==> src/rtl/fft_frame_sequencer.sv <==
`default_nettype none
// +--------------------------------------------------------------------------+
// | fft_frame_sequencer: SPI frame -> FFT core load/start/capture sequencer  |
// | Optional WAIT watchdog: define FFT_SEQ_TIMEOUT_EN.  Revision: 1.0        |
// +--------------------------------------------------------------------------+
module fft_frame_sequencer #(
  parameter int N_IN           = 512,
  parameter int N_OUT          = 256,
  parameter int TIMEOUT_CYCLES = 65535
) (
  input  logic                     clk,
  input  logic                     reset,
  input  logic                     frame_loaded,
  input  logic                     fft_processing,
  input  logic                     fft_done,
  input  logic                     out_ack,
  output logic                     load_en,
  output logic [$clog2(N_IN)-1:0]  sample_idx,
  output logic                     fft_start,
  output logic                     out_clr,
  output logic                     capture_en,
  output logic [$clog2(N_OUT)-1:0] out_idx,
  output logic                     out_valid,
  output logic                     seq_busy,
  output logic [15:0]              frames_done,
  output logic [7:0]               dropped,
  output logic                     timeout_err
);

  localparam int IDX_W = $clog2(N_IN);
  localparam int OUT_W = $clog2(N_OUT);

  typedef enum logic [2:0] {
    S_IDLE  = 3'd0,
    S_LOAD  = 3'd1,
    S_START = 3'd2,
    S_WAIT  = 3'd3,
    S_READY = 3'd4
  } state_t;

  state_t             state_q, state_d;
  logic               frame_loaded_q;
  logic               pending_q, pending_d;
  logic [IDX_W-1:0]   sample_idx_q, sample_idx_d;
  logic [OUT_W-1:0]   out_idx_q, out_idx_d;
  logic [15:0]        frames_done_q, frames_done_d;
  logic [7:0]         dropped_q, dropped_d;
  logic               fft_start_q, fft_start_d;
  logic               out_clr_q, out_clr_d;
  logic               out_valid_q, out_valid_d;
  logic               seq_busy_q, seq_busy_d;
  logic               timeout_err_q, timeout_err_d;
  logic               frame_evt;
  logic               take_frame;
  logic               tmo_hit;

  assign frame_evt = frame_loaded & ~frame_loaded_q;

`ifdef FFT_SEQ_TIMEOUT_EN
  localparam int TMO_W = $clog2(TIMEOUT_CYCLES + 1);

  logic [TMO_W-1:0] tmo_cnt_q, tmo_cnt_d;

  // Counter is zero outside WAIT, so it restarts on entry and on every strobe.
  always_comb begin
    tmo_cnt_d = '0;
    if (state_q == S_WAIT && !fft_done) begin
      tmo_cnt_d = tmo_cnt_q + TMO_W'(1);
    end
  end

  assign tmo_hit = (state_q == S_WAIT) && !fft_done &&
                   (tmo_cnt_q == TMO_W'(TIMEOUT_CYCLES - 1));

  always_ff @(posedge clk) begin
    if (reset) begin
      tmo_cnt_q <= '0;
    end else begin
      tmo_cnt_q <= tmo_cnt_d;
    end
  end
`else
  logic unused_timeout_cfg;
  assign unused_timeout_cfg = (TIMEOUT_CYCLES == 0);
  assign tmo_hit            = 1'b0;
`endif

  always_comb begin
    state_d       = state_q;
    pending_d     = pending_q;
    sample_idx_d  = sample_idx_q;
    out_idx_d     = out_idx_q;
    frames_done_d = frames_done_q;
    dropped_d     = dropped_q;
    fft_start_d   = 1'b0;
    out_clr_d     = 1'b0;
    out_valid_d   = 1'b0;
    timeout_err_d = timeout_err_q;
    load_en       = 1'b0;
    capture_en    = 1'b0;

    case (state_q)
      S_IDLE: begin
        if ((frame_evt || pending_q) && !fft_processing) begin
          state_d   = S_LOAD;
          out_clr_d = 1'b1;
        end
      end
      S_LOAD: begin
        load_en = !fft_processing;
        if (load_en) begin
          if (sample_idx_q == IDX_W'(N_IN - 1)) begin
            sample_idx_d = '0;
            fft_start_d  = 1'b1;
            state_d      = S_START;
          end else begin
            sample_idx_d = sample_idx_q + IDX_W'(1);
          end
        end
      end
      S_START: begin
        state_d = S_WAIT;
      end
      S_WAIT: begin
        capture_en = fft_done;
        if (fft_done) begin
          if (out_idx_q == OUT_W'(N_OUT - 1)) begin
            out_idx_d     = '0;
            frames_done_d = frames_done_q + 16'd1;
            out_valid_d   = 1'b1;
            state_d       = S_READY;
          end else begin
            out_idx_d = out_idx_q + OUT_W'(1);
          end
        end else if (tmo_hit) begin
          timeout_err_d = 1'b1;
          out_clr_d     = 1'b1;
          out_idx_d     = '0;
          state_d       = S_IDLE;
        end
      end
      S_READY: begin
        if (out_ack) begin
          state_d = S_IDLE;
        end else begin
          out_valid_d = 1'b1;
        end
      end
      default: begin
        state_d = S_IDLE;
      end
    endcase

    // A frame consumed straight out of IDLE never becomes pending; any other
    // arrival is parked, and a second arrival while one is parked is lost.
    take_frame = (state_q == S_IDLE) && (state_d == S_LOAD);
    if (frame_evt) begin
      if (pending_q) begin
        if (dropped_q != 8'hFF) begin
          dropped_d = dropped_q + 8'd1;
        end
      end else if (!take_frame) begin
        pending_d = 1'b1;
      end
    end
    if (take_frame) begin
      pending_d = 1'b0;
    end

    seq_busy_d = (state_d != S_IDLE);
  end

  always_ff @(posedge clk) begin
    if (reset) begin
      state_q        <= S_IDLE;
      frame_loaded_q <= 1'b0;
      pending_q      <= 1'b0;
      sample_idx_q   <= '0;
      out_idx_q      <= '0;
      frames_done_q  <= '0;
      dropped_q      <= '0;
      fft_start_q    <= 1'b0;
      out_clr_q      <= 1'b0;
      out_valid_q    <= 1'b0;
      seq_busy_q     <= 1'b0;
      timeout_err_q  <= 1'b0;
    end else begin
      state_q        <= state_d;
      frame_loaded_q <= frame_loaded;
      pending_q      <= pending_d;
      sample_idx_q   <= sample_idx_d;
      out_idx_q      <= out_idx_d;
      frames_done_q  <= frames_done_d;
      dropped_q      <= dropped_d;
      fft_start_q    <= fft_start_d;
      out_clr_q      <= out_clr_d;
      out_valid_q    <= out_valid_d;
      seq_busy_q     <= seq_busy_d;
      timeout_err_q  <= timeout_err_d;
    end
  end

  assign sample_idx  = sample_idx_q;
  assign out_idx     = out_idx_q;
  assign frames_done = frames_done_q;
  assign dropped     = dropped_q;
  assign fft_start   = fft_start_q;
  assign out_clr     = out_clr_q;
  assign out_valid   = out_valid_q;
  assign seq_busy    = seq_busy_q;
  assign timeout_err = timeout_err_q;

endmodule
`default_nettype wire

==> config.mk <==
export PLATFORM = sky130hd
export DESIGN_NAME = fft_frame_sequencer
export DESIGN_NICKNAME = d
export VERILOG_FILES = /design/src/rtl/fft_frame_sequencer.sv
export SDC_FILE = /design/constraint.sdc
export NUM_CORES = 1
export LEC_CHECK = 0
export BUFFER_PORTS_ARGS = -buffer_cell sky130_fd_sc_hd__buf_2
export CAP_MARGIN = 5
export CORE_MARGIN = 5
export CORE_UTILIZATION = 53
export DETAILED_ROUTE_END_ITERATION = 12
export PLACE_DENSITY = 0.81
export REMOVE_ABC_BUFFERS = 1
export SLEW_MARGIN = 15
export SYNTH_ARGS = -nofsm -noshare
export SYNTH_HDL_FRONTEND = slang
export SYNTH_SLANG_ARGS = --single-unit
==> constraint.sdc <==
create_clock -name clk -period 2.4 [get_ports clk]
set_clock_uncertainty 0.05 [all_clocks]
set_input_delay 0.24 -clock clk [delete_from_list [all_inputs] [get_ports clk]]
set_output_delay 0.24 -clock clk [all_outputs]
set_load 0.05 [all_outputs]
Yosys cells after proc, flatten, opt, wreduce, memory -nomap -nowiden --
Cells that the tools add are included.
Storage, ports and cells: bits in registers 50, latch bits 0, memory bits (writable) 0, ROM bits 0, output and inout bits 48, memories 0
Operators by class: add/subtract/negate cells 4, multiply operators 0, div/mod/pow operators 0, order comparisons 0, equality and inequality tests 8, shifts and indexed selects 0, muxes and demuxes 17, bitwise operators 5, reductions and logical operators 13
Operator list (count):
- 3-bit 2-to-1 mux | 6
- 16-bit by 1-bit adder with 16-bit output (second input constant) | 1
- 8-bit by 1-bit adder with 8-bit output (second input constant) | 2
- 3-bit one-hot mux with 5 select lines | 1
- 9-bit by 1-bit adder with 9-bit output (second input constant) | 1
- 9-bit equality test (second input constant) | 1
- 9-bit 2-to-1 mux | 1
- 8-bit equality test (second input constant) | 1
- 8-bit 2-to-1 mux | 1
- 8-bit != test (second input constant) | 1
- 1-bit 2-to-1 mux | 7
- 3-bit by 1-bit equality test with 1-bit output (second input constant) | 2
- 3-bit by 2-bit equality test with 1-bit output (second input constant) | 2
- 3-bit AND reduction | 2
- 1-bit inverter | 4
- 2-bit AND reduction | 2
- 2-bit OR reduction | 2
- 3-bit equality test (second input constant) | 1
- 3-bit zero test | 1
- 3-bit nonzero test | 1
- 3-bit OR reduction | 1
- 1-bit logical AND | 2
- 1-bit one-hot mux with 2 select lines | 1
- 1-bit AND | 1
- other kinds (2) | 2

Logic depth before layout (Yosys ltp) --
Gate-level depths: netlist of run 1.
word-level depth 9, gate-level depth with buffers 8, mapped depth without buffers 8

Worst setup path before layout of run 1 --
OpenSTA, ideal clock, no wires.
path type reg-to-reg, start register out_idx_q[0], in the netlist out_idx[0], end register frames_done_q[14], in the netlist frames_done[14], setup time 70 ps, arrival time 2310 ps, path slack -31 ps, cell stages (with the launch flop) 7, path buffers 1, path through dfxtp_1 ha_1 nand4_1 or4_4 buf_6 or3_1 a21oi_1
Between the ends: word-level cells in the longest chain between the ends 2
Ends and longest elaborated chain:
- from (decl) | line 45 | logic [OUT_W-1:0] out_idx_q, out_idx_d;
- from (signal assigned) | line 192 | out_idx_q <= out_idx_d;
- 8-bit equality test | line 127 | if (out_idx_q == OUT_W'(N_OUT - 1)) begin
- 3-bit AND reduction (no source line)
- to (signal assigned) | line 193 | frames_done_q <= frames_done_d;
- to (decl) | line 46 | logic [15:0] frames_done_q, frames_done_d;
No other way between the ends. A chain may end at the register's enable or synchronous reset.

Worst setup path after layout of run 1 --
start register out_idx_q[0], in the netlist out_idx[0], end register frames_done_q[11], in the netlist frames_done[11]
The elaborated chain is that of the path after synthesis.

==> metrics.txt, run 1 <==
status=finished clean; post-DP HPWL=3580 um; pre-CTS WS=0.212 ns; dominant cell type by area after synthesis=dfxtp_1; Max Cap Viol=0; largest net degree at the start of global routing=24; Worst Path Arrival=2.39 ns; Post-route DRC=0; IO Pins=54; CP max-delay cell=or4_4; crit-path max FO=15; Layout Utilization=65.4%; ranking of synthesized cells by area=dfxtp_1 (44%), xor2_1 (5.0%), a21oi_1 (4.9%), nand4_1 (4.1%), nor2_1 (3.8%); share of cells above drive strength 1=24.1%; Synth Area in Adders=2.77%; die area=0.00567 mm^2; Die H=75.3 um; delay of the slowest critical-path stage=0.64 ns; num rows=23; H-Tree Level Count=2; final setup margin=0.182 ns; ys async rst share=0%; sw power=311 uW; GRT Total Usage=17.1%; compound-gate portion of the synthesized area=11.6%; sequential share of the synthesized area=44.2%; Required @ worst endpoint=2.57 ns; vias=2056; Clk network pwr share=33.7%; Seq cells post-synth=50; initial drt markers=99; Int Power=1080 uW; clk_lat worst skew=0.29 ns; First-pass DRT Iterations=4; nets@finish=319; LEAKAGE=0.00112 uW; kind of cell adding the most delay to the critical path=simple AND/OR/NAND/NOR gates; Sinks on Clock Net=50; gr ovfl total=0; core area=0.00406 mm^2; port bufs=52; count of final setup violators=0; xor/xnor share of the synthesized area=7.36%; Pwr per Cell Area=525 mW/mm^2; Max Slew Vio Count=0; Fin. Hold Viols=0; setup repair bufs after CTS=0; largest family of logic cells by synthesized area=simple AND/OR/NAND/NOR gates; Die W=75.3 um; RSZ-0062 raised after global routing=false; synthesized area per cell=8.91 um^2; GPL Wtd Cong=0.832; CP endpoint kind=flip-flop; ys flop type=dfxtp_1; CTS resizes=0; top-area cell type share of the netlist area=44.2%; CTS Hold Buffers Added=0; peak supply drop=0.516 mV; synth unique cells=44; Peak Freq=451 MHz; Placed Cells=351; TritonCTS buffer count=5; clk slew on worst S/H paths=0.08 ns; vias per inst=5.76; most common cell in the synthesized netlist=dfxtp_1; Cell Area, Synth=0.00226 mm^2; initial core utilization=55.8%; antenna-violating nets left=0; Slew HR=57.2%; post-DR wirelength/cell=13.5 um; worst slew pin tran=0.637 ns; area growth from synthesis to layout=17.4%; Root Buffer=clkbuf_8; CP Cell Sequence=ha_1 > nand4_1 > or4_4 > or3_2 > a21oi_1; Comb pwr share=5.8%; multiplexer share of the synthesized area=1.33%; CTS tree=built; simple-gate portion of the synthesized area=29.5%; CP Class=flip-flop to flip-flop; Fin Setup TNS=0 ns; Buf/Inv on CP=0; Post-synth EDFFs=0; Sw Share=22.3%; sequential cell fraction of total power=60.6%; filler instances=343; vias in the first global route=1718; non-filler cells, final=357; fin crit period=2.22 ns; Post-synth top cells=dfxtp_1 (50), nor2_1 (23), a21oi_1 (22); Max clock buf depth=2; # diodes=0; Period Utilization, post-route=92.4%; Hold WC Path Type=input port to flip-flop; crit start category=flip-flop; initial antenna violation count=0; Syn Inst Count=254; first-pass GRT wire length=7750 um; WL final=4820 um; synth warn=0
-- placed cells by master (no fill, tap or decap), types with 2 or more instances in the layout --
cell,n
nor2b_1,2
ha_1,5
xor2_1,13
nor2_1,23
or3_2,5
clkbuf_8,6
nor3_1,9
a21oi_1,22
xnor2_1,6
a221oi_1,2
dfxtp_1,50
and4_1,2
and3_1,8
o21ai_0,10
or4_1,4
nand4_1,15
nand3b_1,2
buf_4,5
nand2_1,19
inv_1,2
nand3_1,10
o31ai_1,5
buf_2,52
mux2i_1,3
nor4_1,4
or3_1,5
-- power groups by stage --
stage,Sequential [uW],Clock [uW],Combinational (uW)
floorplan,880,0,34.3
global placement,864,0,79.7
detailed placement,865,0,80.4
CTS,845,481,80.6
global route,847,515,87.5
finish,845,469,80.4
-- worst reg2reg max path, cell delays in order (launching register included) --
cell	delay, ns
dfxtp_1	0.41
ha_1	0.23
nand4_1	0.19
or4_4	0.64
or3_2	0.47
a21oi_1	0.15
-- stage by stage --
stage | cell area, um^2 | power (uW) | hold WS (ns)
2_1_floorplan | 2210 | 914 | 0.259
3_3_place_gp | 2570 | 944 | 0.419
3_5_place_dp | 2570 | 945 | 0.444
4_1_cts | 2660 | 1410 | 0.165
5_1_grt | 2660 | 1450 | 0.175
6_report | 2660 | 1390 | 0.158
-- cell type report --
class | instances | area, um^2 | area share (%)
multi-input combinational | 191 | 1200 | 45.2
timing repair buffer | 57 | 298 | 11.2
tap | 50 | 62.6 | 2.36
inverter | 3 | 11.3 | 0.424
sequential | 50 | 1000 | 37.7
clock buffer | 6 | 82.6 | 3.11
-- path summary, 6_finish.rpt --
| path | depth (start not counted) | endpoint | start | slack [ns] |
|---|---|---|---|---|
| max reg2reg | 5 | frames_done[11] | out_idx[0] | 0.18 |
| min reg2reg | 2 | frames_done[10] | frames_done[10] | 0.46 |
| min | 2 | frame_loaded_q | frame_loaded | 0.16 |
| max | 5 | frames_done[11] | out_idx[0] | 0.18 |
-- kinds of logic after synthesis --
group | after synthesis
AOI/OAI and AO/OA | 45
xor gates and xnor gates | 19
adders and majority gates | 5
buffers and inverters | 13
DFF | 50
muxes | 3
other | 1
and+or+nand+nor | 118
-- routing by layer --
| layer | share of wire (%) | GRT usage, % | vias up |
|---|---|---|---|
| met2 | 47 | 27.0 | 61 |
| met3 | 6.4 | 3.56 | 2 |
| met4 | 0.27 | 2.91 | 0 |
| met5 | 0 | 0 | - |
| li1 | - | - | 1031 |
| met1 | 46 | 24.5 | 962 |
-- flip-flops by register name, indices dropped and copies added (netlist names) --
register and count:
out_clr 1, fft_start 1, out_idx 8, frames_done 16, state_q 3, out_valid 1
seq_busy 1, frame_loaded_q 1, pending_q 1, sample_idx 9, dropped 8
(Power assumes the default switching activity.)
==> inputs of run 2 (changes only) <==
- ABC_AREA: unset -> 1
- CAP_MARGIN: 5 -> unset
- CORE_UTILIZATION: 53 -> 54
==> run 2 against run 1 <==
  * Design area is 11% higher
  * Routed wire length is 22% higher
  * Sequential share of layout area is 3.9 points lower
  * Critical endpoint is now frames_done[5]
  * Combinational power is 23% higher
  * Largest power group unchanged
  * Largest cell class unchanged
==> metrics.txt, run 2 <==
status=finished clean; Fin. Hold Viols=0; setup repair bufs after CTS=0; Slew HR=64.5%; leading cell type in the layout, fill and taps excluded=nand2_1; ranking of synthesized cells by area=dfxtp_1 (39%), nand2_1 (15%), nor2_1 (7.5%), a21oi_1 (5.9%), inv_1 (5.9%); initial core utilization=54.7%; Buf/Inv on CP=1; GPL Wtd Cong=0.835; count of final setup violators=0; CP max-delay cell=nor3_4; Worst path most repeated cell=nand2_1; Post-synth EDFFs=0; TritonCTS buffer count=5; share of cells above drive strength 1=19.9%; largest family of logic cells by synthesized area=simple AND/OR/NAND/NOR gates; multiplexer share of the synthesized area=0%; commonest non-fill, non-tap cells in the layout=nand2_1 (103), buf_2 (52), nor2_1 (51), dfxtp_1 (50), inv_1 (40); highest routed layer=met4; Max Slew Vio Count=0; Worst Path Arrival=2.00 ns; CTS resizes=0; Fin Setup TNS=0 ns; core area=0.00466 mm^2; peak supply drop=0.305 mV; post-DR wirelength/cell=12.2 um; synthesized area per cell=6.82 um^2; first-pass GRT wire length=9740 um; Required @ worst endpoint=2.54 ns; Root Buffer=clkbuf_8; Peak Freq=540 MHz; compound-gate portion of the synthesized area=11.7%; num rows=25; top-area cell type share of the netlist area=39.2%; Hold WC Path Type=input port to flip-flop; simple-gate portion of the synthesized area=35.6%; clk slew on worst S/H paths=0.09 ns; GRT Total Usage=19.3%; vias per inst=5.15; worst slew pin tran=0.531 ns; ys async rst share=0%; synth unique cells=33; nets@finish=438; CP Cell Sequence=ha_1 > nand2_1 > nor2_2 > nand2_4 > nor3_4 > inv_2 > nand2_1 > a21oi_2; Cell Area, Synth=0.00255 mm^2; crit-path max FO=11; DRT met1 WL=2650 um; DR WL met2=2840 um; CP endpoint kind=flip-flop; Max Cap Viol=0; Pwr per Cell Area=528 mW/mm^2; delay of the slowest critical-path stage=0.42 ns; RSZ-0062 raised after global routing=false; kind of cell adding the most delay to the critical path=simple AND/OR/NAND/NOR gates; initial drt markers=78; port bufs=52; gr ovfl total=0; Die W=78.7 um; filler instances=437; Max clock buf depth=2; Area after DPL=0.00284 mm^2; synth warn=0; antenna-violating nets left=0; CTS Hold Buffers Added=0; met3 routed WL=296 um; die area=0.00620 mm^2; ys flop type=dfxtp_1; dominant cell type by area after synthesis=dfxtp_1; Largest register FFs=16; initial antenna violation count=0; Sinks on Clock Net=50; WL final=5870 um; # diodes=0; post-DP HPWL=4350 um; Synth Area in Adders=2.45%; vias in the first global route=2214; fin crit period=1.85 ns; IO Pins=54; area growth from synthesis to layout=15.9%; vias=2482; Syn Inst Count=374; Post-synth top cells=nand2_1 (103), nor2_1 (51), dfxtp_1 (50); sequential share of the synthesized area=39.2%; clk_lat worst skew=0.31 ns; largest net degree at the start of global routing=28; xor/xnor share of the synthesized area=2.75%; CTS tree=built; Seq cells post-synth=50; most common cell in the synthesized netlist=nand2_1; Die H=78.7 um; LEAKAGE=0.00129 uW; Post-route DRC=0; Period Utilization, post-route=77.2%; First-pass DRT Iterations=4; CP Class=flip-flop to flip-flop; crit start category=flip-flop; H-Tree Level Count=2; Final Instance Area=0.00296 mm^2
## run 2: worst register-to-register path, stage by stage, from the launching register on
cell and delay [ns]:
dfxtp_1 0.39, ha_1 0.19, nand2_1 0.08, nor2_2 0.13
nand2_4 0.09, nor3_4 0.42, inv_2 0.19, nand2_1 0.13
a21oi_2 0.06
## run 2: routing by layer
layer / up-vias / global-route usage [%]
li1: 1297 / -
met1: 1114 / 23.0
met2: 61 / 34.3
met3: 10 / 4.42
met4: 0 / 5.59
met5: - / 0
## run 2: final cells by class
cell class	count	area, um^2	area share [%]
tap	54	67.6	2.28
clock buffer	5	68.8	2.33
sequential	50	1000	33.8
inverter	43	161	5.46
multi-input combinational	274	1340	45.4
clock inverter	3	48.8	1.65
timing repair buffer	53	268	9.05
## run 2: where the power goes
| part | switching [uW] | internal (uW) |
|---|---|---|
| clock | 298 | 318 |
| combinational | 75.7 | 23.3 |
| sequential | 6.94 | 839 |
| total | 381 | 1180 |
## run 2: cells by family after synthesis
family / count (synthesis)
AO/OA/AOI/OAI: 54
XOR/XNOR: 8
adder cells (fa/ha/maj): 5
buffers and inverters: 50
flip-flops: 50
other: 1
AND/OR/NAND/NOR: 206
## run 2: final timing paths
| kind | from | to | slack, ns | cells past startpoint |
|---|---|---|---|---|
| max | out_idx[0] | frames_done[5] | 0.55 | 8 |
| min | frame_loaded | frame_loaded_q | 0.1 | 3 |
| max reg2reg | out_idx[0] | frames_done[5] | 0.55 | 8 |
| min reg2reg | dropped[3] | dropped[3] | 0.45 | 2 |
## run 2: stage by stage
step                total power (uW)  cells  setup WS [ns]  util (%)  hold slack, ns
floorplan                        930    367          0.381         -           0.252
global placement                 962    474          0.638      60.9           0.415
detailed placement               964    474          0.545      60.9           0.424
CTS                             1570    482          0.542      63.5          0.0918
global route                    1630    482          0.346      63.5           0.100
finish                          1560    482          0.547      63.5          0.0980
